$ cat src/rtl/demux2x32_stage_pkg.sv
// Shared definitions for the buffered 1-to-2 word demultiplexer.
//   DATA_W   : datapath word width
//   PORT_WB  : Select value routing to the writeback consumer (port 0)
//   PORT_MEM : Select value routing to the store/memory consumer (port 1)
package demux2x32_stage_pkg;
  localparam int   DATA_W   = 32;
  localparam logic PORT_WB  = 1'b0;
  localparam logic PORT_MEM = 1'b1;

  typedef logic [DATA_W-1:0] word_t;
endpackage

$ cat src/rtl/demux2x32_stage_if.sv
// Producer/consumer bundle for demux2x32_stage.
//   DataIn/InValid/Select/InReady : producer stream
//   DataOutN/ValidN/ReadyN        : consumer stream N (0 = writeback, 1 = memory)
//   CountN                        : words delivered on port N since reset
// master: the environment side (producer + consumers); slave: the demux.
interface demux2x32_stage_if
  import demux2x32_stage_pkg::*;
#(
  parameter int CW = 16
) ();
  word_t         DataIn;
  logic          InValid;
  logic          Select;
  logic          InReady;
  word_t         DataOut0;
  word_t         DataOut1;
  logic          Valid0;
  logic          Valid1;
  logic          Ready0;
  logic          Ready1;
  logic [CW-1:0] Count0;
  logic [CW-1:0] Count1;

  modport master (
    output DataIn, InValid, Select, Ready0, Ready1,
    input  InReady, DataOut0, DataOut1, Valid0, Valid1, Count0, Count1
  );

  modport slave (
    input  DataIn, InValid, Select, Ready0, Ready1,
    output InReady, DataOut0, DataOut1, Valid0, Valid1, Count0, Count1
  );
endinterface

$ cat src/rtl/demux2x32_stage_sync_fifo32.sv
// Synchronous FIFO of 32-bit words, DEPTH entries (power of two, 2..16).
//   clk, rst_n : clock, synchronous active-low reset
//   push_i     : write data_i (ignored when full)
//   data_i     : word to write
//   pop_i      : release head word (ignored when empty)
//   full_o     : DEPTH words held
//   empty_o    : no words held
//   data_o     : head word; when empty, the last word popped (0 after reset)
module sync_fifo32
  import demux2x32_stage_pkg::*;
#(
  parameter int DEPTH = 2
) (
  input  logic  clk,
  input  logic  rst_n,
  input  logic  push_i,
  input  word_t data_i,
  input  logic  pop_i,
  output logic  full_o,
  output logic  empty_o,
  output word_t data_o
);
  localparam int AW = $clog2(DEPTH);
  localparam int OW = AW + 1;

  word_t          mem_q [DEPTH];
  logic [AW-1:0]  wr_ptr_q, wr_ptr_d;
  logic [AW-1:0]  rd_ptr_q, rd_ptr_d;
  logic [OW-1:0]  occ_q, occ_d;
  word_t          last_q, last_d;
  logic           do_push, do_pop;

  // Flags decode registered occupancy only, so they never depend on
  // same-cycle push/pop activity.
  assign full_o  = (occ_q == OW'(DEPTH));
  assign empty_o = (occ_q == '0);
  assign do_push = push_i && !full_o;
  assign do_pop  = pop_i && !empty_o;

  // Last-popped word is shown while empty so the output never shows a
  // stale slot that was never delivered.
  assign data_o  = empty_o ? last_q : mem_q[rd_ptr_q];

  always_comb begin
    wr_ptr_d = wr_ptr_q;
    rd_ptr_d = rd_ptr_q;
    occ_d    = occ_q;
    last_d   = last_q;
    // Pointers are AW bits wide, so +1 wraps modulo DEPTH.
    if (do_push) wr_ptr_d = wr_ptr_q + 1'b1;
    if (do_pop) begin
      rd_ptr_d = rd_ptr_q + 1'b1;
      last_d   = mem_q[rd_ptr_q];
    end
    case ({do_push, do_pop})
      2'b10:   occ_d = occ_q + 1'b1;
      2'b01:   occ_d = occ_q - 1'b1;
      default: occ_d = occ_q;
    endcase
  end

  always_ff @(posedge clk) begin
    if (!rst_n) begin
      wr_ptr_q <= '0;
      rd_ptr_q <= '0;
      occ_q    <= '0;
      last_q   <= '0;
    end else begin
      wr_ptr_q <= wr_ptr_d;
      rd_ptr_q <= rd_ptr_d;
      occ_q    <= occ_d;
      last_q   <= last_d;
    end
  end

  // Storage carries no reset: occupancy alone decides what is valid.
  always_ff @(posedge clk) begin
    if (do_push) mem_q[wr_ptr_q] <= data_i;
  end
endmodule

$ cat src/rtl/demux2x32_stage.sv
// Buffered 1-to-2 demultiplexer: steers the producer word stream into one of
// two independently buffered consumer streams, so a stall on one consumer
// does not block words bound for the other.
//   clk, rst_n : clock, synchronous active-low reset
//   bus        : producer/consumer bundle (slave side), see demux2x32_stage_if
// Parameters: DEPTH entries per port FIFO, CW bits per delivered-word counter.
module demux2x32_stage
  import demux2x32_stage_pkg::*;
#(
  parameter int DEPTH = 2,
  parameter int CW    = 16
) (
  input  logic              clk,
  input  logic              rst_n,
  demux2x32_stage_if.slave  bus
);
  logic          full0, empty0, full1, empty1;
  logic          accept, push0, push1, pop0, pop1;
  logic [CW-1:0] cnt0_q, cnt0_d, cnt1_q, cnt1_d;

  // Ready is a function of Select and registered fullness only; a pop in
  // the same cycle does not open a slot until the next cycle.
  assign bus.InReady = (bus.Select == PORT_MEM) ? !full1 : !full0;
  assign accept      = bus.InValid && bus.InReady;
  assign push0       = accept && (bus.Select == PORT_WB);
  assign push1       = accept && (bus.Select == PORT_MEM);
  assign pop0        = !empty0 && bus.Ready0;
  assign pop1        = !empty1 && bus.Ready1;

  assign bus.Valid0  = !empty0;
  assign bus.Valid1  = !empty1;
  assign bus.Count0  = cnt0_q;
  assign bus.Count1  = cnt1_q;

  sync_fifo32 #(.DEPTH(DEPTH)) u_fifo_wb (
    .clk     (clk),
    .rst_n   (rst_n),
    .push_i  (push0),
    .data_i  (bus.DataIn),
    .pop_i   (pop0),
    .full_o  (full0),
    .empty_o (empty0),
    .data_o  (bus.DataOut0)
  );

  sync_fifo32 #(.DEPTH(DEPTH)) u_fifo_mem (
    .clk     (clk),
    .rst_n   (rst_n),
    .push_i  (push1),
    .data_i  (bus.DataIn),
    .pop_i   (pop1),
    .full_o  (full1),
    .empty_o (empty1),
    .data_o  (bus.DataOut1)
  );

  // Delivered-word counters wrap silently modulo 2^CW.
  always_comb begin
    cnt0_d = cnt0_q;
    cnt1_d = cnt1_q;
    if (pop0) cnt0_d = cnt0_q + 1'b1;
    if (pop1) cnt1_d = cnt1_q + 1'b1;
  end

  always_ff @(posedge clk) begin
    if (!rst_n) begin
      cnt0_q <= '0;
      cnt1_q <= '0;
    end else begin
      cnt0_q <= cnt0_d;
      cnt1_q <= cnt1_d;
    end
  end
endmodule

$ cat src/flat_wrapper.sv
// flat-port wrapper written by rule: the top's interface ports become plain ports
module demux2x32_stage_flat import demux2x32_stage_pkg::*;
#(
  parameter int DEPTH = 2,
  parameter int CW    = 16
)
  (clk, rst_n, bus_DataIn, bus_InValid, bus_Select, bus_Ready0, bus_Ready1, bus_InReady, bus_DataOut0, bus_DataOut1, bus_Valid0, bus_Valid1, bus_Count0, bus_Count1);
  demux2x32_stage_if #(.CW(CW)) bus_i ();
  input  logic clk;
  input  logic rst_n;
  input wire logic [$bits(bus_i.DataIn)-1:0] bus_DataIn;
  input wire logic [$bits(bus_i.InValid)-1:0] bus_InValid;
  input wire logic [$bits(bus_i.Select)-1:0] bus_Select;
  input wire logic [$bits(bus_i.Ready0)-1:0] bus_Ready0;
  input wire logic [$bits(bus_i.Ready1)-1:0] bus_Ready1;
  output wire logic [$bits(bus_i.InReady)-1:0] bus_InReady;
  output wire logic [$bits(bus_i.DataOut0)-1:0] bus_DataOut0;
  output wire logic [$bits(bus_i.DataOut1)-1:0] bus_DataOut1;
  output wire logic [$bits(bus_i.Valid0)-1:0] bus_Valid0;
  output wire logic [$bits(bus_i.Valid1)-1:0] bus_Valid1;
  output wire logic [$bits(bus_i.Count0)-1:0] bus_Count0;
  output wire logic [$bits(bus_i.Count1)-1:0] bus_Count1;
  assign bus_i.DataIn = bus_DataIn;
  assign bus_i.InValid = bus_InValid;
  assign bus_i.Select = bus_Select;
  assign bus_i.Ready0 = bus_Ready0;
  assign bus_i.Ready1 = bus_Ready1;
  assign bus_InReady = bus_i.InReady;
  assign bus_DataOut0 = bus_i.DataOut0;
  assign bus_DataOut1 = bus_i.DataOut1;
  assign bus_Valid0 = bus_i.Valid0;
  assign bus_Valid1 = bus_i.Valid1;
  assign bus_Count0 = bus_i.Count0;
  assign bus_Count1 = bus_i.Count1;
  demux2x32_stage #(.DEPTH(DEPTH), .CW(CW)) u_core (.clk(clk), .rst_n(rst_n), .bus(bus_i));
endmodule
$ cat config.mk
export PLATFORM = sky130hd
export DESIGN_NAME = demux2x32_stage_flat
export DESIGN_NICKNAME = d
export VERILOG_FILES = /design/src/rtl/demux2x32_stage_pkg.sv /design/src/rtl/demux2x32_stage_if.sv /design/src/rtl/demux2x32_stage_sync_fifo32.sv /design/src/rtl/demux2x32_stage.sv /design/src/flat_wrapper.sv
export SDC_FILE = /design/constraint.sdc
export NUM_CORES = 1
export LEC_CHECK = 0
export BUFFER_PORTS_ARGS = -buffer_cell sky130_fd_sc_hd__buf_2
export CAP_MARGIN = 20
export CORE_MARGIN = 2
export CORE_UTILIZATION = 50
export DETAILED_ROUTE_END_ITERATION = 6
export PLACE_DENSITY = 0.74
export SETUP_SLACK_MARGIN = 0.5
export SYNTH_ARGS = -nofsm -noshare
export SYNTH_HDL_FRONTEND = slang
export SYNTH_SLANG_ARGS = --single-unit
$ cat constraint.sdc
create_clock -name clk -period 7.7 [get_ports clk]
set_input_delay 1.54 -clock clk [delete_from_list [all_inputs] [get_ports clk]]
set_output_delay 1.54 -clock clk [all_outputs]
set_load 0.01 [all_outputs]
* Yosys cells after proc, flatten, opt, wreduce, memory -nomap -nowiden *
Memory sizes are Yosys's and may differ from the RTL's. A register that Yosys moved wholly into a read port is not among the register bits.
Index checks and enable logic that the tools add are counted.

word-level totals
  flip-flop bits (word level) = 104
  RAM bits = 128
  input port bits = 38
  output and inout port bits = 99
  logic and storage cells = 59
  memories kept = 2

cells by class
  add/sub/neg operators = 10
  eq/ne operators = 6
  multiplexer cells = 13
  bitwise operators = 1
  reductions and logical operators = 17

memories
  memory                   words  bits a word  rd ports  clocked after Yosys merged registers in  write ports  RTL line                           RTL
  u_core.u_fifo_mem.mem_q  2      32           1         1                                        1            demux2x32_stage_sync_fifo32.sv:26  word_t mem_q [DEPTH];
  u_core.u_fifo_wb.mem_q   2      32           1         1                                        1            demux2x32_stage_sync_fifo32.sv:26

operator list
  cell                                                                    number
  32-bit two-way mux                                                      2
  16-bit by 1-bit adder with 16-bit output (second input constant)        2
  1-bit logical AND                                                       9
  1-bit two-way mux                                                       9
  2-bit equality test (second input constant)                             4
  2-bit case mux with 2 select lines                                      2
  1-bit adder (second input constant)                                     4
  2-bit by 1-bit adder with 2-bit output (second input constant)          2
  2-bit by 1-bit equality test with 1-bit output (second input constant)  2
  1-bit logical NOT                                                       4
  2-bit logical NOT                                                       2
  2-bit nonzero test                                                      2
  2-bit by 1-bit subtractor with 2-bit output (second input constant)     2
  1-bit inverter                                                          1

* Longest topological paths before layout *
  depth in word-level cells = 8
  gate-level depth with buffers = 8
  depth with buffers taken out = 6

* Hierarchy *
Synthesis repeated with hierarchy kept, for this count alone.

unflattened totals
  cell total of the unflattened synthesis = 782
  area, all modules = 9,436.6 µm²

modules (own cells, without submodules)
  module           instances  cells an instance  area an instance (µm²)  sequential area each (µm²)
  sync_fifo32      2          305                3,975.1                 2,662.6
  demux2x32_stage  1          172                1,486.4                 640.6

* Worst setup path before layout *
No wires, ideal clock.

  path kind = input-to-reg
  start = input port bus_Select
  end = memory u_core.u_fifo_wb.mem_q[0][0] (netlist name) (enable)
  arrival time = 3,143 ps
  required time = 7,279 ps
  slack = 4,136 ps
  stages = 2
  cell sequence = nand3b_1 > nor2_1

between the ends
  longest elaborated chain between the ends = 6
  elaborated cells between the ends (all ways) = 7

ends and longest elaborated chain
  item                                       RTL line                           RTL
  start: declaration                         flat_wrapper.sv:13                 input wire logic [$bits(bus_i.Select)-1:0] bus_Select;
  1-bit two-way mux                          demux2x32_stage.sv:23              assign bus.InReady = (bus.Select == PORT_MEM) ? !full1 : !full0;
  1-bit logical AND                          demux2x32_stage.sv:24              assign accept = bus.InValid && bus.InReady;
  1-bit logical AND *                        demux2x32_stage.sv:25              assign push0 = accept && (bus.Select == PORT_WB);
  1-bit logical AND *                        demux2x32_stage_sync_fifo32.sv:37  assign do_push = push_i && !full_o;
  1-bit two-way mux *                        demux2x32_stage_sync_fifo32.sv:78  if (do_push) mem_q[wr_ptr_q] <= data_i;
  1-bit two-way mux (not written as such) *  demux2x32_stage_sync_fifo32.sv:78
  end: declaration                           demux2x32_stage_sync_fifo32.sv:26

Mark *: on every way between the ends. The rest lies on a longest branch, timed or not.

==> impl_metrics.toml <==
[grt]
antenna_violations_before_repair = 0
first_global_vias = 5725
grt_first_pass_wirelength_mm = 29.64
overflow = 0
grt_start_max_net_pins = 71
grt_usage_pct = 18.77

[finish]
finish.cell_count_without_fillers = 1139
finalNetCount = 934
finish.instance_area_mm2 = 0.01087
layout-area-overhead-vs-synth_pct = 18.16
multi_input_comb_area_mm2 = 0.003020
final-seq-area_mm2 = 0.005968
fillCellCount = 1456
antennaDiodeCount = 0
fraction_of_final_layout_cells_sized_beyond_drive_strength_1_pct = 21.54

[synthesis]
synthTopCellsByArea = "edfxtp_1 42%, dfxtp_1 23%, mux2i_1 7.8%"
synth_largest_type_area_fraction_pct = 41.80
synth_area_leader_cell = "edfxtp_1"
netlist_area_mm2 = 0.009196
synth-seq-cells = 234
synth_enable_flop_cells = 128
synth.distinct_cells = 38
synth_top_flop_cell = "edfxtp_1"
synthesis.nets = 814
post-synth-top-count-cell = "nor2_1"
synth.cells.most_frequent = "161 x nor2_1, 128 x edfxtp_1, 106 x dfxtp_1"
yosysSeqAreaShare_pct = 64.87
avg_inst_size_synth_um2 = 11.91
post_synth_inst_count = 772
yosysWarnings = 0
synth-async-reset-ratio_pct = 0

[clock_tree]
postCtsSetupBuffers = 0
ctsRootBufferMaster = "clkbuf_16"
cts-htree-levels = 1
clock_sinks = 234
clock_latency_ps = 510
clock_path_buffers = 3
cts.clk_slew.worst_paths_ps = 60
post_cts_resize_count = 0
numCtsBuffers = 25
tritoncts = "yes"
hold_buffers = 0

[sta]
final_worst_clock_skew_ps = 9.843
clock.fmax_mhz = 260.7
setup-tns-final_ps = 0
max_slew_margin_pct = 25.69
hold_viol_final = 0
final_min_period_over_clock_period_pct = 49.81
transition_time_at_the_pin_with_the_least_slew_margin_ps = 1115
grt_setup_unrepaired = "false"
setup_viol_count_final = 0
finalCriticalPeriod_ps = 3835
postLayoutSetupSlackWorst_ps = 3865
final-max-slew-violation-count = 0

[power_and_ir_drop]
pwr-share-comb_pct = 35.1
power_switching_mw = 1.516
ir_drop_v = 0.0002818
power.sequential.fraction_pct = 39.0
power-per-cell-area_mw_per_mm2 = 392.1
switching_share_pct = 35.57
power.leakage_nw = 3.994
internal_power_of_the_cells_mw = 2.745
p_clk_share_pct = 25.9

[die]
die_area_mm2 = 0.01949
die_h_um = 139.6
core_mm2 = 0.01802
dieWidth_um = 139.6
floorplan.rows = 49
floorplan.initialDensity_pct = 51.02
design.portCount = 137

[setup_path]
setup.worst_path.class = "flip-flop to output pin"
critical_path.reg2reg.startpoint = "u_core.u_fifo_wb.occ_q[0]"
worst-endpoint-arrival_ps = 2300
critical_path.slowest_cell = "dfxtp_2"
critPathTopFamily = "flip-flops"
cp.buffers_inverters = 1
cp_cell_sequence = "mux2i_1, a21oi_1, buf_2"
ff2ff_path_depth = 5
critical_path.max_fanout = 32
setup.worst_path.end_class = "output pin"
reg2reg_setup_slack_ps = 5420
worst-endpoint-required_ps = 6160
critPathMaxStageDelay_ps = 1070
capture_point_of_the_worst_reg_to_reg_path = "u_core.u_fifo_wb.occ_q[1]"
worst_setup_path_start_kind = "flip-flop"

[placed_design]
place_congestion = 0.7622
place_hpwl_mm = 10.92
postPlaceCellArea_mm2 = 0.01002
preCtsSetupSlack_ps = 4072
placement.io_buffers = 136
placed_cells = 1091

[outcome]
status = "completed"

[routing]
wl_per_cell_um = 16.35
wirelength_mm = 18.63
vias_per_inst = 5.336
dr_total_vias = 6078
ant_nets = 0
drc = 0
dr.first_iter.drc_count = 329
detailedRoute.firstPassIterationCount = 5

[worst_hold_path]
worst_min_delay_path_category = "flip-flop to flip-flop"
min_from = "u_core.bus.Count0[15]"
hold_depth = 2
whs_endpoint = "u_core.bus.Count0[15]"

[flow_run]
max_cap_violations = 0
## placed cells by master, fill, tap and decap left out, types with 18 or more instances in the layout
master     netlist  layout
a211oi_1        64      64
a21oi_1         71      71
buf_2           20     136
clkbuf_16        0      26
dfxtp_1        106     104
edfxtp_1       128     128
mux2i_1         72      72
nand2_1         18      18
nor2_1         161     157
xnor2_1         21      21
## worst max path at each step
stage	startpoint	end	slack, ps	depth (start not counted)
after CTS	flip-flop	bus_DataOut1[5]	3840	3
after floorplan	bus_Select	u_core.u_fifo_wb.mem_q[0][0]	4140	2
after detailed placement	bus_Select	bus_InReady	4070	3
after global routing	flip-flop	bus_DataOut0[13]	3770	3
after global placement	bus_Select	bus_InReady	4070	3
final	flip-flop	bus_DataOut0[29]	3860	3
## power groups by stage
stage / Sequential (mW) / Clock (mW) / Combinational [mW]
4_1_cts: 1.66 / 1.13 / 1.51
3_5_place_dp: 1.69 / 0 / 1.50
6_report: 1.66 / 1.10 / 1.50
3_3_place_gp: 1.68 / 0 / 1.48
5_1_grt: 1.68 / 1.18 / 1.67
2_1_floorplan: 1.59 / 0 / 1.05
## per-stage QoR
stage / total power, mW / hold slack (ps) / util [%]
6_report: 4.261 / 473.2 / 60.29
5_1_grt: 4.534 / 500.8 / 60.29
4_1_cts: 4.300 / 476.8 / 59.83
3_5_place_dp: 3.184 / 467.3 / 55.59
3_3_place_gp: 3.159 / 453.5 / 55.59
2_1_floorplan: 2.646 / 478.5 / -
## cell families (layout without fill, tap and decap cells)
group | after synthesis | count (layout) | synth area share [%]
compound gates | 147 | 147 | 10.04
xor+xnor | 27 | 27 | 2.571
fa+ha+maj | 4 | 4 | 0.5442
buf+inv | 58 | 196 | 2.640
flops | 234 | 234 | 64.87
mux | 73 | 73 | 7.959
simple gates | 229 | 229 | 11.37
## metal layers
layer | up-vias | GRT usage [%] | wire length [µm]
met1 | 2882 | 25.25 | 8372
met4 | 0 | 5.316 | 442
met5 | - | 0 | 0
met2 | 138 | 31.73 | 8956
li1 | 3023 | - | -
met3 | 35 | 3.097 | 856
## sequential cells by signal, summed over array words and instances (netlist names), named ones only
name,count
u_core.bus.Count0,16
u_core.bus.Count1,16
u_core.u_fifo_mem.last_q,32
u_core.u_fifo_mem.mem_q,64
u_core.u_fifo_mem.occ_q,2
u_core.u_fifo_mem.rd_ptr_q,1
u_core.u_fifo_mem.wr_ptr_q,1
u_core.u_fifo_wb.last_q,32
u_core.u_fifo_wb.mem_q,64
u_core.u_fifo_wb.occ_q,2
u_core.u_fifo_wb.rd_ptr_q,1
u_core.u_fifo_wb.wr_ptr_q,1
## worst reg2reg max path: stages, from the launching register on
cell and delay, ps:
dfxtp_1 490, o21a_2 160, buf_4 560, ha_1 400
or3_2 460, a21oi_1 150
## area by class of cell
cell class              count  area share (%)
flip-flops and latches    234           54.92
multi-input cells         480           27.80
repair buffers            144           7.369
clock buffers              39           6.805
well taps                 229           2.637
inverters                   7          0.2533
clock inverters             6          0.2188
Note: power is estimated with default switching activity, not from simulation.
